$ cat src/rtl/clock_set_ctrl_pkg.sv
// Shared definitions for the digital-clock controller: mode encoding,
// per-field limits and the wrap-around increment used when presetting a field.
package clock_set_ctrl_pkg;

  typedef enum logic [1:0] {
    MODE_RUN      = 2'd0,
    MODE_SET_HOUR = 2'd1,
    MODE_SET_MIN  = 2'd2,
    MODE_SET_SEC  = 2'd3
  } mode_t;

  localparam logic [6:0] SEC_MAX  = 7'd59;
  localparam logic [6:0] MIN_MAX  = 7'd59;
  localparam logic [6:0] HOUR_MAX = 7'd23;

  // Field at its limit wraps to 0; garbage above the limit also restarts at 0.
  function automatic logic [6:0] next_field(input logic [6:0] val,
                                            input logic [6:0] max);
    if (val >= max) begin
      return 7'd0;
    end
    return val + 7'd1;
  endfunction

endpackage

$ cat src/rtl/edge_rise.sv
// Rising-edge detector: one-cycle delayed copy of a level, with a selectable
// reset value so a level held high through reset does not look like an edge.
module edge_rise #(
  parameter logic RST_VAL = 1'b1
) (
  input  logic clk,
  input  logic rst,
  input  logic d,
  output logic rise
);

  logic d_q;

  always_ff @(posedge clk or posedge rst) begin
    if (rst) begin
      d_q <= RST_VAL;
    end else begin
      d_q <= d;
    end
  end

  assign rise = d & ~d_q;

endmodule

$ cat src/rtl/clock_set_ctrl.sv
// Mode and timekeeping controller: second-tick prescaler with carry chain to
// the min/hour counters, plus the button-driven time-setting state machine.
module clock_set_ctrl
  import clock_set_ctrl_pkg::*;
#(
  parameter int TICK_DIV = 50_000_000
) (
  input  logic       clk,
  input  logic       rst,
  input  logic       mode_btn,
  input  logic       inc_btn,
  input  logic [6:0] sec_val,
  input  logic [6:0] min_val,
  input  logic [6:0] hour_val,
  output logic       sec_en,
  output logic       min_en,
  output logic       hour_en,
  output logic       sec_load,
  output logic       min_load,
  output logic       hour_load,
  output logic [6:0] load_data,
  output logic [1:0] mode,
  output logic       blink
);

  localparam int CW = (TICK_DIV > 2) ? $clog2(TICK_DIV) : 1;
  localparam logic [CW-1:0] CNT_LAST = CW'(TICK_DIV - 1);
  localparam logic [CW-1:0] CNT_HALF = CW'(TICK_DIV / 2);

  logic          mode_rise;
  logic          inc_rise;
  logic [CW-1:0] cnt;
  logic [CW-1:0] cnt_next;
  logic          wrap;
  mode_t         state;
  mode_t         state_next;

  logic          sec_en_d;
  logic          min_en_d;
  logic          hour_en_d;
  logic          sec_load_d;
  logic          min_load_d;
  logic          hour_load_d;
  logic [6:0]    load_data_d;
  logic          blink_d;

  edge_rise #(.RST_VAL(1'b1)) u_mode_edge (
    .clk  (clk),
    .rst  (rst),
    .d    (mode_btn),
    .rise (mode_rise)
  );

  edge_rise #(.RST_VAL(1'b1)) u_inc_edge (
    .clk  (clk),
    .rst  (rst),
    .d    (inc_btn),
    .rise (inc_rise)
  );

  // A mode press restarts the second so the first tick after RUN is a full period.
  assign wrap = (cnt == CNT_LAST);

  always_comb begin
    if (mode_rise || wrap) begin
      cnt_next = '0;
    end else begin
      cnt_next = cnt + CW'(1);
    end
  end

  always_ff @(posedge clk or posedge rst) begin
    if (rst) begin
      cnt <= '0;
    end else begin
      cnt <= cnt_next;
    end
  end

  always_ff @(posedge clk or posedge rst) begin
    if (rst) begin
      state <= MODE_RUN;
    end else begin
      state <= state_next;
    end
  end

  always_comb begin
    state_next = state;
    if (mode_rise) begin
      unique case (state)
        MODE_RUN:      state_next = MODE_SET_HOUR;
        MODE_SET_HOUR: state_next = MODE_SET_MIN;
        MODE_SET_MIN:  state_next = MODE_SET_SEC;
        MODE_SET_SEC:  state_next = MODE_RUN;
        default:       state_next = MODE_RUN;
      endcase
    end
  end

  // A mode press in the same cycle swallows both a pending tick and an increment.
  always_comb begin
    sec_en_d    = 1'b0;
    min_en_d    = 1'b0;
    hour_en_d   = 1'b0;
    sec_load_d  = 1'b0;
    min_load_d  = 1'b0;
    hour_load_d = 1'b0;
    load_data_d = 7'd0;
    if (!mode_rise) begin
      unique case (state)
        MODE_RUN: begin
          if (wrap) begin
            sec_en_d  = 1'b1;
            min_en_d  = (sec_val == SEC_MAX);
            hour_en_d = (sec_val == SEC_MAX) && (min_val == MIN_MAX);
          end
        end
        MODE_SET_HOUR: begin
          if (inc_rise) begin
            hour_load_d = 1'b1;
            load_data_d = next_field(hour_val, HOUR_MAX);
          end
        end
        MODE_SET_MIN: begin
          if (inc_rise) begin
            min_load_d  = 1'b1;
            load_data_d = next_field(min_val, MIN_MAX);
          end
        end
        MODE_SET_SEC: begin
          if (inc_rise) begin
            sec_load_d  = 1'b1;
            load_data_d = next_field(sec_val, SEC_MAX);
          end
        end
        default: ;
      endcase
    end
    blink_d = (state_next != MODE_RUN) && (cnt_next < CNT_HALF);
  end

  always_ff @(posedge clk or posedge rst) begin
    if (rst) begin
      sec_en    <= 1'b0;
      min_en    <= 1'b0;
      hour_en   <= 1'b0;
      sec_load  <= 1'b0;
      min_load  <= 1'b0;
      hour_load <= 1'b0;
      load_data <= 7'd0;
      blink     <= 1'b0;
    end else begin
      sec_en    <= sec_en_d;
      min_en    <= min_en_d;
      hour_en   <= hour_en_d;
      sec_load  <= sec_load_d;
      min_load  <= min_load_d;
      hour_load <= hour_load_d;
      load_data <= load_data_d;
      blink     <= blink_d;
    end
  end

  assign mode = state;

endmodule

$ cat config.mk
export PLATFORM = sky130hd
export DESIGN_NAME = clock_set_ctrl
export DESIGN_NICKNAME = d
export VERILOG_FILES = /design/src/rtl/clock_set_ctrl_pkg.sv /design/src/rtl/edge_rise.sv /design/src/rtl/clock_set_ctrl.sv
export SDC_FILE = /design/constraint.sdc
export NUM_CORES = 1
export LEC_CHECK = 0
export ABC_AREA = 1
export CAP_MARGIN = 10
export CORE_MARGIN = 2
export CORE_UTILIZATION = 49
export DETAILED_ROUTE_END_ITERATION = 8
export GPL_TIMING_DRIVEN = 0
export PLACE_DENSITY = 0.81
export RECOVER_POWER = 25
export SYNTH_ARGS = -nofsm -noshare
export SYNTH_HDL_FRONTEND = slang
export SYNTH_SLANG_ARGS = --single-unit
$ cat constraint.sdc
create_clock -name clk -period 1.8 [get_ports clk]
set_clock_uncertainty 0.15 [all_clocks]
set_input_delay 0.27 -clock clk [delete_from_list [all_inputs] [get_ports clk]]
set_output_delay 0.27 -clock clk [all_outputs]
set_load 0.1 [all_outputs]
**Word-level counts from Yosys, hierarchy flattened**

Cells that the tools add are included.

- Flip-flop bits (word level): 44
- Latch bits: 0
- Bits in writable memories: 0
- ROM bits: 0
- Word-level logic and storage cells: 77
- Memories: 0

- Add/sub/neg operators: 4
- $mul: 0
- Divide/modulo/power cells: 0
- $lt $le $gt $ge: 4
- Equal/unequal tests: 6
- Shift operators: 0
- Mux-type cells: 42
- Bitwise operators: 4
- Reductions and logical operators: 5

Operators with widths:

| kind | count |
|---|---|
| two-way mux 7 bit | 10 |
| two-way mux 1 bit | 28 |
| adder 26 x 1 -> 26 bit, second input constant | 1 |
| equality test 26 bit, second input constant | 1 |
| less-than comparator 26 x 25 -> 1 bit, second input constant | 1 |
| two-way mux 26 bit | 1 |
| adder 7 x 1 -> 7 bit, second input constant | 3 |
| one-hot mux 7 bit (3 select lines) | 1 |
| equality test 7 x 6 -> 1 bit, second input constant | 2 |
| >= comparator 7 x 6 -> 1 bit, second input constant | 2 |
| one-hot mux 2 bit (4 select lines) | 1 |
| >= comparator 7 x 5 -> 1 bit, second input constant | 1 |
| equality test 2 bit, second input constant | 2 |
| bitwise AND 1 bit | 2 |
| equality test 2 x 1 -> 1 bit, second input constant | 1 |
| logical AND 1 bit | 2 |
| zero test 2 bit | 1 |
| two-way mux 2 bit | 1 |
| NOT 1 bit | 2 |
| nonzero test 2 bit | 1 |
| logical OR 1 bit | 1 |

**Depth between registers and ports, before layout**

Gate-level depths: netlist of the first run.

- Word-level depth: 9
- Gate-level depth with buffers: 14
- Mapped depth without buffers: 14

**By module**

From an unflattened synthesis of the first run, not the netlist that was laid out.

- Cells, all modules: 409
- Area total of the unflattened synthesis: 2835.2 um2

Modules (own cells, without submodules):

| module | times used | cells each | area each (um2) | seq. area each (um2) |
|---|---|---|---|---|
| clock_set_ctrl | 1 | 401 | 2755.1 | 1051.0 |
| edge_rise | 2 | 4 | 40.0 | 26.3 |

**Worst setup path after synthesis of the first run**

Ideal clock, no wire load.

- Path type: register -> register
- From: register state[0] (netlist: mode[0])
- To: register load_data[1]
- Library setup time: 0.126 ns
- Arrival time: 1.971 ns
- Required time: 1.524 ns
- Slack: -0.447 ns
- Stages on the path, launching flop included: 9
- Path buffers: 0
- Clock period less this slack: 2.247 ns
- Cells stage by stage: dfrtp_1 > inv_1 > ha_1 > nand2_1 > inv_1 > nand2_1 > inv_1 > a221oi_1 > nor2_1

- Longest elaborated chain between the ends: 3
- Elaborated cells on any way between the ends: 5
- Classes of those cells: eq/ne (3); mux (2)

Ends and longest elaborated chain:

| item | line | source |
|---|---|---|
| from (decl) | clock_set_ctrl.sv:35 | `mode_t state;` |
| from (signal assigned) | clock_set_ctrl.sv:84 | `state <= state_next;` |
| equality test 2 bit or equality test 2 x 1 -> 1 bit (tied branches) | clock_set_ctrl.sv:111 | `unique case (state)` |
| one-hot mux 7 bit (3 select lines) (*) | clock_set_ctrl.sv:111 |  |
| two-way mux 7 bit (*) | clock_set_ctrl.sv:110 | `if (!mode_rise) begin` |
| named net load_data_d[1] | clock_set_ctrl.sv:44 | `logic [6:0] load_data_d;` |
| to (signal assigned) | clock_set_ctrl.sv:160 | `load_data <= load_data_d;` |
| to (decl) | clock_set_ctrl.sv:21 | `output logic [6:0] load_data,` |

The timed path passes the listed nets; every way through them passes the cells marked *.

**Worst setup path after layout of the first run**

- From: register cnt[0]
- To: register blink

- Longest elaborated chain between the ends: 5
- Elaborated cells on any way between the ends: 6
- Classes of those cells: add/sub (1); order compare (1); eq/ne (1); mux (1); reduce/logical (2)

Ends and longest elaborated chain:

| item | line | source |
|---|---|---|
| from (decl) | clock_set_ctrl.sv:32 | `logic [CW-1:0] cnt;` |
| from (signal assigned) | clock_set_ctrl.sv:76 | `cnt <= cnt_next;` |
| parallel branches: the longest is 2 deep, another holds adder 26 x 1 -> 26 bit | -- |  |
| two-way mux 26 bit (*) | clock_set_ctrl.sv:65 | `if (mode_rise \|\| wrap) begin` |
| less-than comparator 26 x 25 -> 1 bit (*) | clock_set_ctrl.sv:140 | `blink_d = (state_next != MODE_RUN) && (cnt_next < CNT_HALF);` |
| logical AND 1 bit (*) | clock_set_ctrl.sv:140 |  |
| named net blink_d | clock_set_ctrl.sv:45 | `logic blink_d;` |
| to (signal assigned) | clock_set_ctrl.sv:161 | `blink <= blink_d;` |
| to (decl) | clock_set_ctrl.sv:23 | `output logic blink` |

Mark *: on every way through the listed nets, which the timed path passes.

==> results.md, run 1 <==
- Cts hold-fix bufs: 0
- Number of port buffers: 40
- Dpl ws: -0.611 ns
- Worst-margin pin slew: 0.893 ns
- Worst setup path start: cnt[0]
- HP Class: in -> reg
- Critical path fanouts, max: 6
- CP max stage delay: 0.42 ns
- Detailed Route Iter0 Violations: 213
- Worst-Skew Late Latency: 0.30 ns
- Sequential element share of the synthesized area: 39.4%
- WHS Endpoint: load_data[0]
- Buffer levels on the longest clock path: 2
- H-tree depth: 2
- Met2 wire len: 3610 um
- Most frequent cells in the layout: 96 x nand2_1, 64 x nor2_1, 55 x inv_1, 37 x dfrtp_1, 30 x nand3_1
- Worst setup path category: reg -> reg
- Met3 Routed Length: 465 um
- Unrepaired setup endpoints after global routing: yes
- Placed standard-cell area: 3300 um2
- Failing checks: setup timing
- Top sig layer: met4
- CTS root buf: clkbuf_8
- Synth-to-Final Area Change: 31.3%
- Seq cells post-synth: 44
- Area of the multi-input gates: 1590 um2
- Core Region: 5510 um2
- Max_cap viols: 0
- # diodes: 0
- Fmax: 498 MHz
- R2R cell count: 14
- Mapped Area: 2800 um2
- Post-layout util: 66.8%
- Global-route wire length before repair: 11400 um
- Final hold vios: 0
- Die X: 79.6 um
- PnR worst setup slack: -0.208 ns
- CTS clk-pin slew, worst paths: 0.09 ns
- Pwr dens: 778 nW/um2
- Leakage: 1.75 nW
- Gate Count Post-Synth: 399
- Die footprint: 6340 um2
- # rows: 27
- Syn Area/Cell: 7.02 um2
- Netlist cell types: 33
- DRC: 0
- Grt total ovfl: 0
- CP arrival: 2.06 ns
- CTS tree: built
- Worst Min Path Start: sec_val[0]
- TritonCTS buffer count: 5
- Final period utilization: 112%
- Crit-path slowest cell: dfrtp_1
- Slew Viols, Final: 0
- Initial Util: 50.9%
- CP Data Required Time: 1.85 ns
- Total GRT Usage: 23.2%
- Wirelength per Cell: 13.6 um
- Post-DP HPWL: 5010 um
- Clk sinks: 44
- R2r startpoint: cnt[0]
- Worst-path cell chain: ha_4 > nand2_4 > nor2_4 > nand2_2 > nor2_2 > nand2_2 > nand2_4 > inv_4 > clkbuf_16 > nand3_2 > nor2_1 > nand3_1 > nand2_1 > nand2_1
- Post-route cell area: 3680 um2
- Io pins: 41
- Initial antenna violation count: 0
- Chip height: 79.6 um
- Tmin final: 2.01 ns
- Leading cell type in the layout, fill and taps excluded: nand2_1
- FF/Latch Area: 1110 um2
- Startpoint Class: flip-flop
- Synth Net Count: 433
- Setup crit end kind: flip-flop
- R2R Setup Slk: -0.21 ns
- Final Setup Violations: 3
- Final Wtd Congestion: 0.956
- Post-DR vias/cell: 5.21
- Hold Crit Depth: 4
- Layout cells sized above 1: 21.0%
- Final nets: 491
- RR Endpoint: blink
- Fillers: 438
- DRT Wirelength: 7220 um
- Antenna violation net count after detailed routing: 0
- Max IR drop VDD: 1.10 mV
- Drt first pass iters: 5
- Pin count of the biggest net entering global routing: 45
- Vias: 2763
- Outcome: complete, but fails checks
- Synth warnings: 0
- Hold_ws: 0.310 ns
- Slew headroom: 40.4%
- WL met1: 2920 um
- Vias in the first global route: 2628
==> cell type report <==
type | instances | share of cell area, %
Buffer | 1 | 0.408
Clock buffer | 5 | 1.87
Clock inverter | 3 | 1.16
Inverter | 60 | 6.19
Multi-Input combinational cell | 293 | 43.1
Sequential cell | 44 | 30.3
Tap cell | 72 | 2.45
Timing Repair Buffer | 52 | 14.5
==> synthesized netlist by cell type <==
master	instances	share of area (%)
nand2_1	100	13
nor2_1	76	10
inv_1	57	7.6
dfrtp_1	42	38
nand3_1	32	5.7
a21oi_1	9	1.6
ha_1	9	4.0
nand2_2	8	1.8
nor2_2	8	1.8
xor2_1	8	2.5
o21ai_0	6	1.1
and2_1	5	1.1
nand4_1	5	1.1
nor2_4	4	1.6
nor3_1	4	0.71
o21bai_1	4	1.1
dfstp_2	2	1.9
inv_2	2	0.27
nand3_2	2	0.71
o22ai_1	2	0.45
xnor2_1	2	0.63
a221oi_1	1	0.31
buf_2	1	0.18
buf_6	1	0.40
conb_1	1	0.13
inv_4	1	0.22
nand2_4	1	0.40
nand3b_1	1	0.27
nor3b_1	1	0.27
nor4b_1	1	0.31
o21ai_1	1	0.18
o221ai_1	1	0.31
or4_1	1	0.27
==> sequential cells by signal (all words and copies together) (netlist names) <==
| signal | flops |
|---|---|
| blink | 1 |
| sec_en | 1 |
| sec_load | 1 |
| hour_load | 1 |
| u_mode_edge.d_q | 1 |
| u_inc_edge.d_q | 1 |
| min_en | 1 |
| min_load | 1 |
| mode | 2 |
| hour_en | 1 |
| load_data | 7 |
| cnt | 26 |
==> per-stage QoR <==
step / total power, W / cells / setup TNS [ns]
final: 0.00286 / 530 / -0.463
after global placement: 0.00201 / 511 / -32.56
after CTS: 0.00283 / 523 / -0.267
after global routing: 0.00300 / 530 / -1.02
after detailed placement: 0.00204 / 511 / -11.58
after floorplan: 0.00179 / 399 / -0.000913
==> routing by layer <==
| layer | vias up | GRT usage (%) |
|---|---|---|
| li1 | 1352 | - |
| met2 | 134 | 40.8 |
| met3 | 25 | 3.85 |
| met1 | 1252 | 27.9 |
| met4 | 0 | 9.48 |
| met5 | - | 0 |
==> what timing repair did <==
item,in CTS,in global routing
endpoints found under the setup margin,34,27
setup buffers,4,7
pin swaps,4,3
gates resized for setup,59,33
gates cloned,0,1
==> worst max-delay path: cells and delay by family (launching register included) <==
kind	cells	cell delay, ns
flip-flops	1	0.42
buffers and inverters	2	0.26
adder cells (fa/ha/maj)	1	0.18
AND/OR/NAND/NOR	11	0.89
==> logic make-up after synthesis <==
logic type                 synth area share, %
DFF                                       39.4
xor gates and xnor gates                  3.13
and+or+nand+nor                           39.6
AOI/OAI and AO/OA                         5.00
adders and majority gates                 4.02
buffers and inverters                     8.71
other                                    0.134
==> worst max path at each step <==
stage	slack, ns	end
detailed placement	-0.61	blink
global placement	-0.75	mode[1]
finish	-0.21	blink
CTS	-0.19	blink
floorplan	-0.0009	load_data[1]
global route	-0.35	blink
==> power by group <==
part	leakage, nW	total, W	switching, W	internal [W]
registers	0.585	0.00115	0.0000689	0.00108
logic	1.11	0.000945	0.000664	0.000281
clock network	0.0541	0.000766	0.000355	0.000411
total	1.75	0.00286	0.00109	0.00178
Note: power is estimated with default switching activity, not from simulation.
==> inputs of run 2 (changes only) <==
- CAP_MARGIN: 10 -> not set
==> results of run 2 <==
Final layout, timing and power as in run 1 (identical DEF).
==> inputs of run 3 (changes only) <==
- ABC_CLOCK_PERIOD_IN_PS: not set -> 1800
- PLACE_DENSITY: 0.81 -> 0.76
==> results.md, run 3 (same netlist as run 1, synthesis figures left out) <==
- Core Region: 5510 um2
- Layout cells sized above 1: 24.7%
- R2R Setup Slk: -0.19 ns
- Chip height: 79.6 um
- Largest Register: cnt
- # rows: 27
- WHS Endpoint: load_data[0]
- CTS clk-pin slew, worst paths: 0.08 ns
- Leading cell type in the layout, fill and taps excluded: nand2_1
- Critical path fanouts, max: 10
- Max_cap viols: 0
- Most frequent cells in the layout: 97 x nand2_1, 59 x nor2_1, 55 x inv_1, 37 x dfrtp_1, 24 x nand3_1
- Leakage: 1.78 nW
- Clk sinks: 44
- Post-DP HPWL: 5110 um
- Final nets: 494
- # diodes: 0
- DRC: 0
- Final period utilization: 111%
- DRT Wirelength: 7300 um
- Synth-to-Final Area Change: 34.7%
- CTS root buf: clkbuf_8
- Met1 usage in global routing: 28.4%
- Worst setup path category: reg -> reg
- Critical path's top delay family: simple AND/OR/NAND/NOR gates
- Max FFs per register: 26
- GR peak layer: met2
- Io pins: 41
- Detailed Route Iter0 Violations: 220
- Vias in the first global route: 2759
- Failing checks: setup timing
- Initial Util: 50.9%
- Cts hold-fix bufs: 0
- Initial antenna violation count: 0
- CP Data Required Time: 1.85 ns
- WP depth: 14
- Grt total ovfl: 0
- Post-layout util: 68.6%
- Placed Cells: 512
- Non-Filler Instances: 533
- Grt met3 use: 4.30%
- CP max stage delay: 0.42 ns
- Worst-margin pin slew: 0.560 ns
- Die footprint: 6340 um2
- Post-DR vias/cell: 5.28
- Fillers: 421
- Slew headroom: 62.9%
- Max IR drop VDD: 0.868 mV
- H-tree depth: 2
- Worst-Skew Late Latency: 0.30 ns
- Unrepaired setup endpoints after global routing: yes
- Wirelength per Cell: 13.7 um
- TritonCTS buffer count: 5
- Die X: 79.6 um
- R2r startpoint: cnt[1]
- Setup TNS: -0.194 ns
- Setup crit end kind: flip-flop
- PnR worst setup slack: -0.194 ns
- Number of port buffers: 40
- R2R cell count: 14
- Slew Viols, Final: 0
- HP Class: in -> reg
- Startpoint Class: flip-flop
- Drt first pass iters: 4
- Worst-path cell chain: ha_4 > nand2_4 > nor2_4 > nand2_2 > nor2_2 > nand2_2 > nand2_4 > inv_4 > buf_12 > nand3_1 > nor2_2 > nand3_1 > nand2_1 > nand2_1
- Dpl ws: -0.612 ns
- Pin count of the biggest net entering global routing: 33
- M2 GR Usage: 41.9%
- Crit-path slowest cell: dfrtp_1
- Pwr dens: 769 nW/um2
- Hold Crit Depth: 4
- Final Wtd Congestion: 0.935
- Total GRT Usage: 23.8%
- Final hold vios: 0
- Vias: 2812
- Worst Min Path Start: min_val[0]
- Fmax: 502 MHz
- Global-route wire length before repair: 11800 um
- Critical path buffer and inverter count: 2
- RR Endpoint: blink
- Buffer levels on the longest clock path: 2
- CTS tree: built
- Hold_ws: 0.256 ns
- Tmin final: 1.99 ns
- Outcome: complete, but fails checks
- CP arrival: 2.04 ns
- Final Setup Violations: 2
- Antenna violation net count after detailed routing: 0
-- run 3: changes by cell type in the layout (fill, tap and decap cells not counted), sizes merged --
| cell | before | now |
|---|---|---|
| buf | 12 | 15 |
| clkbuf | 6 | 7 |
| clkinvlp | 1 | 0 |
| dlygate4sd2 | 0 | 1 |
| dlymetal6s2s | 3 | 2 |
-- run 3: repair_timing --
| item | in CTS | in global routing |
|---|---|---|
| setup endpoints to repair | 36 | 23 |
| pin swaps | 8 | 10 |
| buffers inserted | 7 | 7 |
| endpoints found under the hold margin | 0 | 0 |
| resized for setup | 66 | 45 |
| gates cloned | 0 | 0 |
-- run 3: worst max path at each step --
stage / start / end / slack [ns]
2_1_floorplan: mode[0] / load_data[1] / -0.0009
3_3_place_gp: rst / mode[1] / -0.76
3_5_place_dp: mode_btn / blink / -0.61
4_1_cts: cnt[1] / blink / -0.15
5_1_grt: cnt[1] / blink / -0.29
6_report: cnt[1] / blink / -0.19
-- run 3: report_power, final --
group	total (W)	switching (W)	internal, W
logic	0.000935	0.000666	0.000269
registers	0.00116	0.0000768	0.00108
clock network	0.000809	0.000355	0.000454
total	0.00290	0.00110	0.00181
-- run 3: area by class of cell --
type / count / area, um2 / share of cell area, %
tap: 72 / 90.1 / 2.39
sequential: 44 / 1110 / 29.5
multi-input combinational: 293 / 1660 / 44.0
buffer: 1 / 20.0 / 0.530
timing repair buffer: 55 / 541 / 14.3
clock inverter: 2 / 38.8 / 1.03
inverter: 60 / 228 / 6.03
clock buffer: 6 / 82.6 / 2.19
-- run 3: worst register-to-register path: cells and delay by family, from the launching register on --
kind                       cells  cell delay (ns)
DFF                            1             0.42
adders and majority gates      1             0.19
buffers and inverters          2             0.24
and+or+nand+nor               11             0.90
-- run 3: per-stage QoR --
stage | instance area [um2] | power [W]
global route | 3770 | 0.00304
detailed placement | 3320 | 0.00204
finish | 3770 | 0.00290
floorplan | 2810 | 0.00179
CTS | 3570 | 0.00287
global placement | 3300 | 0.00202
-- run 3: per-layer routing --
| layer | routed length [um] | vias up |
|---|---|---|
| met5 | 0 | - |
| met3 | 395 | 19 |
| met2 | 3730 | 110 |
| met4 | 197 | 0 |
| met1 | 2970 | 1329 |
| li1 | - | 1354 |
